===== src/rtl/clock_divider_bank.sv =====
`default_nettype none
// ============================================================================
// Module   : clock_divider_bank
// Purpose  : Bank of independent glitch-free 50%-duty clock dividers with
//            per-channel polarity and a one-cycle tick on each logical rising
//            edge. Ratio and polarity writes are staged and only take effect
//            at period boundaries or while stopped.
// Revision : 1.0 - initial release
// ============================================================================
module clock_divider_bank #(
  parameter int CHANNELS  = 2,
  parameter int DIV_WIDTH = 8,
  parameter int RESET_DIV = 0,
  localparam int CW = (CHANNELS > 1) ? $clog2(CHANNELS) : 1
) (
  input  logic                 clk_i,
  input  logic                 reset_n_i,
  input  logic [CHANNELS-1:0]  en_i,
  input  logic                 cfg_valid_i,
  output logic                 cfg_ready_o,
  input  logic [CW-1:0]        cfg_chan_i,
  input  logic [DIV_WIDTH-1:0] cfg_div_i,
  input  logic                 cfg_invert_i,
  output logic [CHANNELS-1:0]  clk_o,
  output logic [CHANNELS-1:0]  tick_o
);

  localparam logic [DIV_WIDTH-1:0] C_RESET_DIV = DIV_WIDTH'(RESET_DIV);
  localparam logic [DIV_WIDTH-1:0] C_ONE       = DIV_WIDTH'(1);

  typedef enum logic [1:0] {
    ST_STOP = 2'd0,
    ST_HIGH = 2'd1,
    ST_LOW  = 2'd2
  } state_t;

  // Pending flags of all channels, padded so any cfg_chan_i value can index it;
  // out-of-range slots read as "not pending" so such writes are always accepted.
  logic [CHANNELS-1:0] pend_vec;
  logic [2**CW-1:0]    pend_ext;

  for (genvar j = 0; j < 2**CW; j++) begin : g_pad
    if (j < CHANNELS) begin : g_real
      assign pend_ext[j] = pend_vec[j];
    end else begin : g_oor
      assign pend_ext[j] = 1'b0;
    end
  end

  assign cfg_ready_o = !pend_ext[cfg_chan_i];

  for (genvar i = 0; i < CHANNELS; i++) begin : g_chan
    state_t               state_q;
    logic [DIV_WIDTH-1:0] cnt_q;
    logic [DIV_WIDTH-1:0] div_q;
    logic [DIV_WIDTH-1:0] pdiv_q;
    logic                 inv_q;
    logic                 pinv_q;
    logic                 pend_q;
    logic                 clk_q;
    logic                 tick_q;
    logic [DIV_WIDTH-1:0] div_d;
    logic                 inv_d;
    logic                 wr_d;

    // A write lands here only when this channel has nothing pending.
    assign wr_d  = cfg_valid_i && cfg_ready_o && (cfg_chan_i == CW'(i));
    // Settings in force after a boundary: the staged ones if any are pending.
    assign div_d = pend_q ? pdiv_q : div_q;
    assign inv_d = pend_q ? pinv_q : inv_q;

    // Divider FSM: counts half-periods, applies staged settings only at
    // boundaries, and registers both the output clock and the tick.
    always_ff @(posedge clk_i) begin
      if (!reset_n_i) begin
        state_q <= ST_STOP;
        cnt_q   <= '0;
        div_q   <= C_RESET_DIV;
        inv_q   <= 1'b0;
        pdiv_q  <= C_RESET_DIV;
        pinv_q  <= 1'b0;
        pend_q  <= 1'b0;
        clk_q   <= 1'b0;
        tick_q  <= 1'b0;
      end else begin
        tick_q <= 1'b0;
        if (wr_d) begin
          pend_q <= 1'b1;
          pdiv_q <= cfg_div_i;
          pinv_q <= cfg_invert_i;
        end
        case (state_q)
          ST_STOP: begin
            if (pend_q) begin
              // Applying a polarity while idle is a single level step.
              div_q  <= pdiv_q;
              inv_q  <= pinv_q;
              pend_q <= 1'b0;
              clk_q  <= pinv_q;
            end else if (en_i[i]) begin
              state_q <= ST_HIGH;
              cnt_q   <= div_q;
              tick_q  <= 1'b1;
              clk_q   <= ~inv_q;
            end
          end
          ST_HIGH: begin
            if (cnt_q == '0) begin
              state_q <= ST_LOW;
              cnt_q   <= div_q;
              clk_q   <= inv_q;
            end else begin
              cnt_q <= cnt_q - C_ONE;
            end
          end
          ST_LOW: begin
            if (cnt_q != '0) begin
              cnt_q <= cnt_q - C_ONE;
            end else begin
              // Period boundary: the only place a running channel changes.
              div_q <= div_d;
              inv_q <= inv_d;
              if (pend_q) begin
                pend_q <= 1'b0;
              end
              if (en_i[i]) begin
                state_q <= ST_HIGH;
                cnt_q   <= div_d;
                tick_q  <= 1'b1;
                clk_q   <= ~inv_d;
              end else begin
                state_q <= ST_STOP;
                clk_q   <= inv_d;
              end
            end
          end
          default: begin
            state_q <= ST_STOP;
            cnt_q   <= '0;
            clk_q   <= inv_q;
          end
        endcase
      end
    end

    assign pend_vec[i] = pend_q;
    assign clk_o[i]    = clk_q;
    assign tick_o[i]   = tick_q;
  end

endmodule
`default_nettype wire


===== config.mk =====
export PLATFORM = sky130hd
export DESIGN_NAME = clock_divider_bank
export DESIGN_NICKNAME = d
export VERILOG_FILES = /design/src/rtl/clock_divider_bank.sv
export SDC_FILE = /design/constraint.sdc
export NUM_CORES = 1
export LEC_CHECK = 0
export CORE_MARGIN = 10
export CORE_UTILIZATION = 40
export DETAILED_ROUTE_END_ITERATION = 10
export PLACE_DENSITY = 0.57
export SETUP_SLACK_MARGIN = 0.4
export SLEW_MARGIN = 0
export SYNTH_ARGS = -nofsm -noshare
export SYNTH_HDL_FRONTEND = slang
export SYNTH_SLANG_ARGS = --single-unit

===== constraint.sdc =====
create_clock -name clk_i -period 2.5 [get_ports clk_i]
set_input_delay 0.25 -clock clk_i [delete_from_list [all_inputs] [get_ports clk_i]]
set_output_delay 0.25 -clock clk_i [all_outputs]
set_load 0.005 [all_outputs]

==> results of run 1 <==
final cells by class:
cell class / count / area (sq um)
inverter: 13 / 48.8
sequential: 62 / 1240
tap: 108 / 135
timing repair buffer: 39 / 340
clock buffer: 11 / 141
multi-input combinational: 315 / 2200
clock inverter: 4 / 47.5
fill: 842 / 4560
timing repair:
action / CTS / global route
setup endpoints to repair: 11 / 25
pin swaps: 0 / 1
resized for setup: 1 / 12
setup buffers: 0 / 3
stage by stage:
stage          cell area, sq um  cells
6_report                   4160    552
5_1_grt                    4160    552
4_1_cts                    4090    549
3_5_place_dp               3890    534
3_3_place_gp               3890    534
2_1_floorplan              3590    419
cells by family after synthesis:
kind of cell,Yosys count,synth area share
AO/OA/AOI/OAI,101,0.205
XOR/XNOR,7,0.0171
adder cells (fa/ha/maj),4,0.0139
buffers and inverters,42,0.0571
flip-flops,62,0.346
multiplexers,52,0.146
AND/OR/NAND/NOR,151,0.215
worst register-to-register path: cells and delay by family, from the launching register on:
family / cells / cell delay [ps]
adders and majority gates: 1 / 170
buffers and inverters: 2 / 270
AOI/OAI and AO/OA: 4 / 760
DFF: 1 / 320
and+or+nand+nor: 1 / 400
registers in the layout, indices dropped and copies added, names as in the netlist:
signal          cells
g_chan.inv_q        2
g_chan.div_q       16
g_chan.state_q      4
g_chan.cnt_q       16
g_chan.clk_q        2
g_chan.pdiv_q      16
g_chan.tick_q       2
g_chan.pinv_q       2
g_chan.pend_q       2
final timing paths:
| kind | from | endpoint | cells after the start |
|---|---|---|---|
| worst max-delay path | g_chan[0].cnt_q[1]$_SDFFE_PN0P_ | g_chan[0].cnt_q[6]$_SDFFE_PN0P_ | 8 |
| worst min-delay path | g_chan[0].clk_q$_SDFFE_PN0P_ | g_chan[0].clk_q$_SDFFE_PN0P_ | 2 |
| worst min register to register | g_chan[0].clk_q$_SDFFE_PN0P_ | g_chan[0].clk_q$_SDFFE_PN0P_ | 2 |
| worst max register to register | g_chan[0].cnt_q[1]$_SDFFE_PN0P_ | g_chan[0].cnt_q[6]$_SDFFE_PN0P_ | 8 |
metal layers:
metal / vias up / routed length [microns] / GRT usage
met4: 0 / 303 / 0.0751
met2: 80 / 4670 / 0.237
met1: 1513 / 4370 / 0.182
met3: 27 / 448 / 0.0328
met5: - / 0 / 0
li1: 1561 / - / -
placed cells by master, fill, tap and decap left out, types with 4 or more instances in the layout:
cell type	count
buf_4	20
clkdlybuf4s50_1	19
a22o_1	5
nand2b_1	6
nor2b_1	8
mux2i_1	48
nor2_1	63
o21ai_2	4
and2_1	5
inv_1	12
mux2_2	4
nand3_1	7
nor3_1	7
xnor2_1	4
o221ai_1	4
dfxtp_1	61
o21ai_0	10
nand2_1	29
a31oi_1	7
clkbuf_8	10
a21oi_1	22
ha_1	4
nor3b_1	4
a211oi_1	8
report_power, final:
part / leakage (nW) / total [W] / switching (W) / internal, W
registers: 0.505 / 0.00133 / 0.000213 / 0.00112
logic: 1.07 / 0.00233 / 0.00136 / 0.000967
clock network: 0.0952 / 0.000872 / 0.000393 / 0.000479
total: 1.67 / 0.00453 / 0.00197 / 0.00256
==> out/results.txt, run 1 <==
TritonRoute pass-1 iters = 4
Core footprint = 8720 sq um
Share of cells above drive strength 1 = 0.146
H-tree Lvls = 3
Final worst path period need = 2020 ps
Worst setup slack after layout = 481 ps
Initial antenna violation count = 0
Worst-Skew Late Latency = 340 ps
WP data arrival = 2260 ps
R2R Setup Slk = 480 ps
Drt total wl = 9.79 mm
Endpoints failing hold = 0
Die Footprint = 13200 sq um
Area contributors post-synth = dfxtp_1, mux2i_1, nor2_1
Post-synth top area share = 0.346
Most frequent cell after synthesis = nor2_1
Syn_area_per_cell = 8.57 sq um
WL/cell = 17.7 microns
Final Power = 0.00453 W
Port bufs = 19
Max stage delay on crit path = 400 ps
P&R area growth vs syn = 15.7%
Worst slew pin tran = 625 ps
Post-synth EDFFs = 0
Sequential area share after synthesis = 0.346
Die Wd = 115 microns
Top delay family on crit path = compound AO/OA/AOI/OAI gates
CP startpoint kind = flop
Antenna-violating nets left = 0
Post-synthesis cell type count = 65
Max-cap viol count = 0
Critical Path End Type = flop
Leakage power total = 1.67 nW
Layout Nets = 459
YS warnings = 0
Relative slew slack = 0.584
Total Neg Setup Slack = 0 ps
Critical path's slowest cell = or3b_4
GPL Wtd Cong = 0.896
Dpl hpwl = 7.17 mm
Area leader, netlist = dfxtp_1
Clock Tree Buf Depth = 2
Req. time, crit path = 2740 ps
Slew Limit Fails = 0
Worst hold slack = 500 ps
Hold buffer count at cts = 0
DP Worst Slack = 303 ps
DR iter-0 viols = 214
Initial core utilization = 0.412
DR vias = 3181
FMAX = 495 MHz
CTS tree = yes
Largest net degree at the start of global routing = 24
# setup viols final = 0
# diodes = 0
Setup Crit Path Kind = flop to flop
Critical path buffers and inverters = 2
Clock buffers created by TritonCTS = 9
Drt drc = 0
Gr ovfl total = 0
Fraction of registers with async set/reset = 0
First-pass GRT wire length = 15.8 mm
CP Cell Sequence = inv_1 > ha_1 > or3b_4 > buf_4 > a211oi_1 > a21oi_1 > a221o_1 > a22o_1
IO Count = 20
HP Class = flop to flop
Post-route core utilization = 0.477
#FFs+latches synth = 62
Vias in the first global route = 3042
RSZ-0062 raised after global routing = no
Tcrit/Tclk final = 0.808
Die Y = 115 microns
Post-synth top cells = nor2_1, dfxtp_1, mux2i_1, nand2_1, a21oi_1
Ys flop type = dfxtp_1
Fin Clk Skew = 9.82 ps
Total clock sinks = 62
Power per cell area = 1090 nW/um^2
Cells after Synth = 419
Worst IR drop on VDD = 0.712 mV
Worst-path fanout max = 5
CTS clk-pin slew, worst paths = 70 ps
Clock root buffer = clkbuf_8
All-Layer GR Usage = 0.148
Row count = 34
Area of the mapped netlist = 3590 sq um
Via/cell ratio = 5.76
Net Count, Synth = 438
Status = completed
No activity file was read; power rests on OpenSTA's default activity.
==> inputs of run 2 (changes only) <==
--- a/config.mk
+++ b/config.mk
@@ -8,7 +8,7 @@
 export CORE_MARGIN = 10
 export CORE_UTILIZATION = 40
 export DETAILED_ROUTE_END_ITERATION = 10
-export PLACE_DENSITY = 0.57
+export PLACE_DENSITY = 0.59
 export SETUP_SLACK_MARGIN = 0.4
 export SLEW_MARGIN = 0
 export SYNTH_ARGS = -nofsm -noshare
==> constraint.sdc (replaced) <==
create_clock -name clk_i -period 1.7 [get_ports clk_i]
set_input_delay 0.17 -clock clk_i [delete_from_list [all_inputs] [get_ports clk_i]]
set_output_delay 0.17 -clock clk_i [all_outputs]
set_load 0.005 [all_outputs]
==> out/results.txt, run 2 (same netlist as run 1, synthesis figures left out) <==
Die Wd = 115 microns (unchanged)
R2R Setup Slk = -180 ps (was 480 ps)
Final worst path period need = 1880 ps (was 2020 ps)
Placed insts = 609 (was 534)
WP data arrival = 2150 ps (was 2260 ps)
DR iter-0 viols = 245 (was 214)
# diodes = 0 (unchanged)
Total clock sinks = 62 (unchanged)
HP Class = input pin to flop (was flop to flop)
Final instance area = 5510 sq um (was 4160 sq um)
DP Area = 4580 sq um (was 3890 sq um)
RSZ-0062 raised after global routing = yes (was no)
Worst-path fanout max = 6 (was 5)
Post-route core utilization = 0.631 (was 0.477)
Req. time, crit path = 1980 ps (was 2740 ps)
Share of cells above drive strength 1 = 0.428 (was 0.146)
Drt drc = 0 (unchanged)
CP startpoint kind = flop (unchanged)
Multi-input combinational cell area = 2570 sq um (was 2200 sq um)
Gr ovfl total = 0 (unchanged)
First-pass GRT wire length = 18.2 mm (was 15.8 mm)
Switching Fraction = 0.422 (was 0.435)
Layout Nets = 563 (was 459)
Largest net degree at the start of global routing = 44 (was 24)
Vias in the first global route = 3556 (was 3042)
Row count = 34 (unchanged)
Initial core utilization = 0.412 (unchanged)
Critical Path End Type = flop (unchanged)
Comb pwr share = 0.676 (was 0.514)
Failing checks = setup timing
Power share of the clock group = 0.132 (was 0.193)
Fin Clk Skew = 16.2 ps (was 9.82 ps)
Status = finished, violations left (was completed)
Setup Crit Path Kind = flop to flop (unchanged)
WL/cell = 17.9 microns (was 17.7 microns)
Port bufs = 19 (unchanged)
Clock root buffer = clkbuf_8 (unchanged)
Relative slew slack = 0.714 (was 0.584)
GPL Wtd Cong = 0.943 (was 0.896)
Clock buffers created by TritonCTS = 9 (unchanged)
Slew Limit Fails = 0 (unchanged)
Worst IR drop on VDD = 0.767 mV (was 0.712 mV)
Core footprint = 8720 sq um (unchanged)
Cell internal pwr = 0.00563 W (was 0.00256 W)
Critical path's slowest cell = or4_4 (was or3b_4)
TritonRoute pass-1 iters = 5 (was 4)
FMAX = 533 MHz (was 495 MHz)
Via/cell ratio = 5.72 (was 5.76)
Sequential Power Share = 0.192 (was 0.293)
Max-cap viol count = 0 (unchanged)
CTS clk-pin slew, worst paths = 80 ps (was 70 ps)
Reg area = 1260 sq um (was 1240 sq um)
Endpoints failing hold = 0 (unchanged)
P&R area growth vs syn = 53.3% (was 15.7%)
All-Layer GR Usage = 0.170 (was 0.148)
Worst-Skew Late Latency = 360 ps (was 340 ps)
Met1 wire length = 5.21 mm (was 4.37 mm)
Leakage power total = 2.32 nW (was 1.67 nW)
Worst setup slack after layout = -175 ps (was 481 ps)
Die Y = 115 microns (unchanged)
Final Power = 0.00974 W (was 0.00453 W)
IO Count = 20 (unchanged)
Filler cells = 704 (was 842)
# setup viols final = 38 (was 0)
Drt total wl = 11.8 mm (was 9.79 mm)
Clock Tree Buf Depth = 2 (unchanged)
Worst hold slack = 339 ps (was 500 ps)
Non-Filler Instances = 657 (was 552)
Commonest cells after routing, fill and taps aside = buf_4, nor2_1, dfxtp_1, mux2i_1, buf_6 (was nor2_1, dfxtp_1, mux2i_1, nand2_1, a21oi_1)
Most common cell after layout, fill and taps aside = buf_4 (was nor2_1)
Met3 wire len = 782 microns (was 448 microns)
CP Cell Sequence = or4_4 > buf_6 > nor2_4 > nor2_1 > o32a_1 > o21ai_2 (was inv_1 > ha_1 > or3b_4 > buf_4 > a211oi_1 > a21oi_1 > a221o_1 > a22o_1)
Largest registers = g_chan.cnt_q x16, g_chan.div_q x16, g_chan.pdiv_q x16 (unchanged)
Die Footprint = 13200 sq um (unchanged)
Reg2Reg Depth = 6 (was 8)
H-tree Lvls = 3 (unchanged)
Met2 routed WL = 5.57 mm (was 4.67 mm)
Tcrit/Tclk final = 1.10 (was 0.808)
Hold buffer count at cts = 0 (unchanged)
Dpl hpwl = 7.95 mm (was 7.17 mm)
DR top layer = met4 (unchanged)
Power per cell area = 1770 nW/um^2 (was 1090 nW/um^2)
Max stage delay on crit path = 580 ps (was 400 ps)
WHS Path Cells = 4 (was 2)
Worst slew pin tran = 430 ps (was 625 ps)
Antenna-violating nets left = 0 (unchanged)
Initial antenna violation count = 0 (unchanged)
NetSw = 0.00411 W (was 0.00197 W)
CTS tree = yes (unchanged)
DR vias = 3759 (was 3181)
-- run 2: through the flow --
stage / setup TNS (ps) / setup WS [ps]
after floorplan: -882 / -94.8
after global placement: -3160 / -170
after CTS: -2010 / -132
after global routing: -5850 / -233
after detailed placement: -3990 / -215
final: -2960 / -175
-- run 2: layout make-up --
type	instances	area share
Timing Repair Buffer	143	0.235
Inverter	13	0.0100
Clock buffer	9	0.0225
Clock inverter	7	0.0114
Sequential cell	62	0.229
Multi-Input combinational cell	315	0.468
Tap cell	108	0.0245
-- run 2: worst max-delay path, delay by kind of cell, from the launching register on --
family	cells	cell delay [ps]
compound gates	2	480
flops	1	360
simple gates	3	800
buf+inv	1	150
-- run 2: power by group through the flow --
stage | Sequential, W | Clock, W | Combinational, W
after floorplan | 0.00184 | 0 | 0.00281
after global placement | 0.00188 | 0 | 0.00455
after global routing | 0.00190 | 0.00135 | 0.00695
after detailed placement | 0.00189 | 0 | 0.00458
final | 0.00187 | 0.00128 | 0.00659
after CTS | 0.00187 | 0.00130 | 0.00580
-- run 2: final timing paths --
path	startpoint	to
setup / recovery	g_chan[1].cnt_q[3]$_SDFFE_PN0P_	g_chan[1].cnt_q[3]$_SDFFE_PN0P_
hold / removal	cfg_chan_i	g_chan[1].pinv_q$_SDFFE_PN0P_
setup reg to reg	g_chan[1].cnt_q[3]$_SDFFE_PN0P_	g_chan[1].cnt_q[3]$_SDFFE_PN0P_
hold reg to reg	g_chan[0].clk_q$_SDFFE_PN0P_	g_chan[0].clk_q$_SDFFE_PN0P_
-- run 2: timing repair --
item / 4_1_cts / 5_1_grt
gates resized for setup: 83 / 43
gates cloned: 1 / 1
setup endpoints to repair: 66 / 62
setup buffers: 19 / 11
pin swaps: 39 / 30
-- run 2: routing by layer --
metal	vias to the layer above	global-route usage
li1	1782	-
met1	1800	0.227
met2	156	0.263
met3	21	0.0365
met4	0	0.0602
met5	-	0
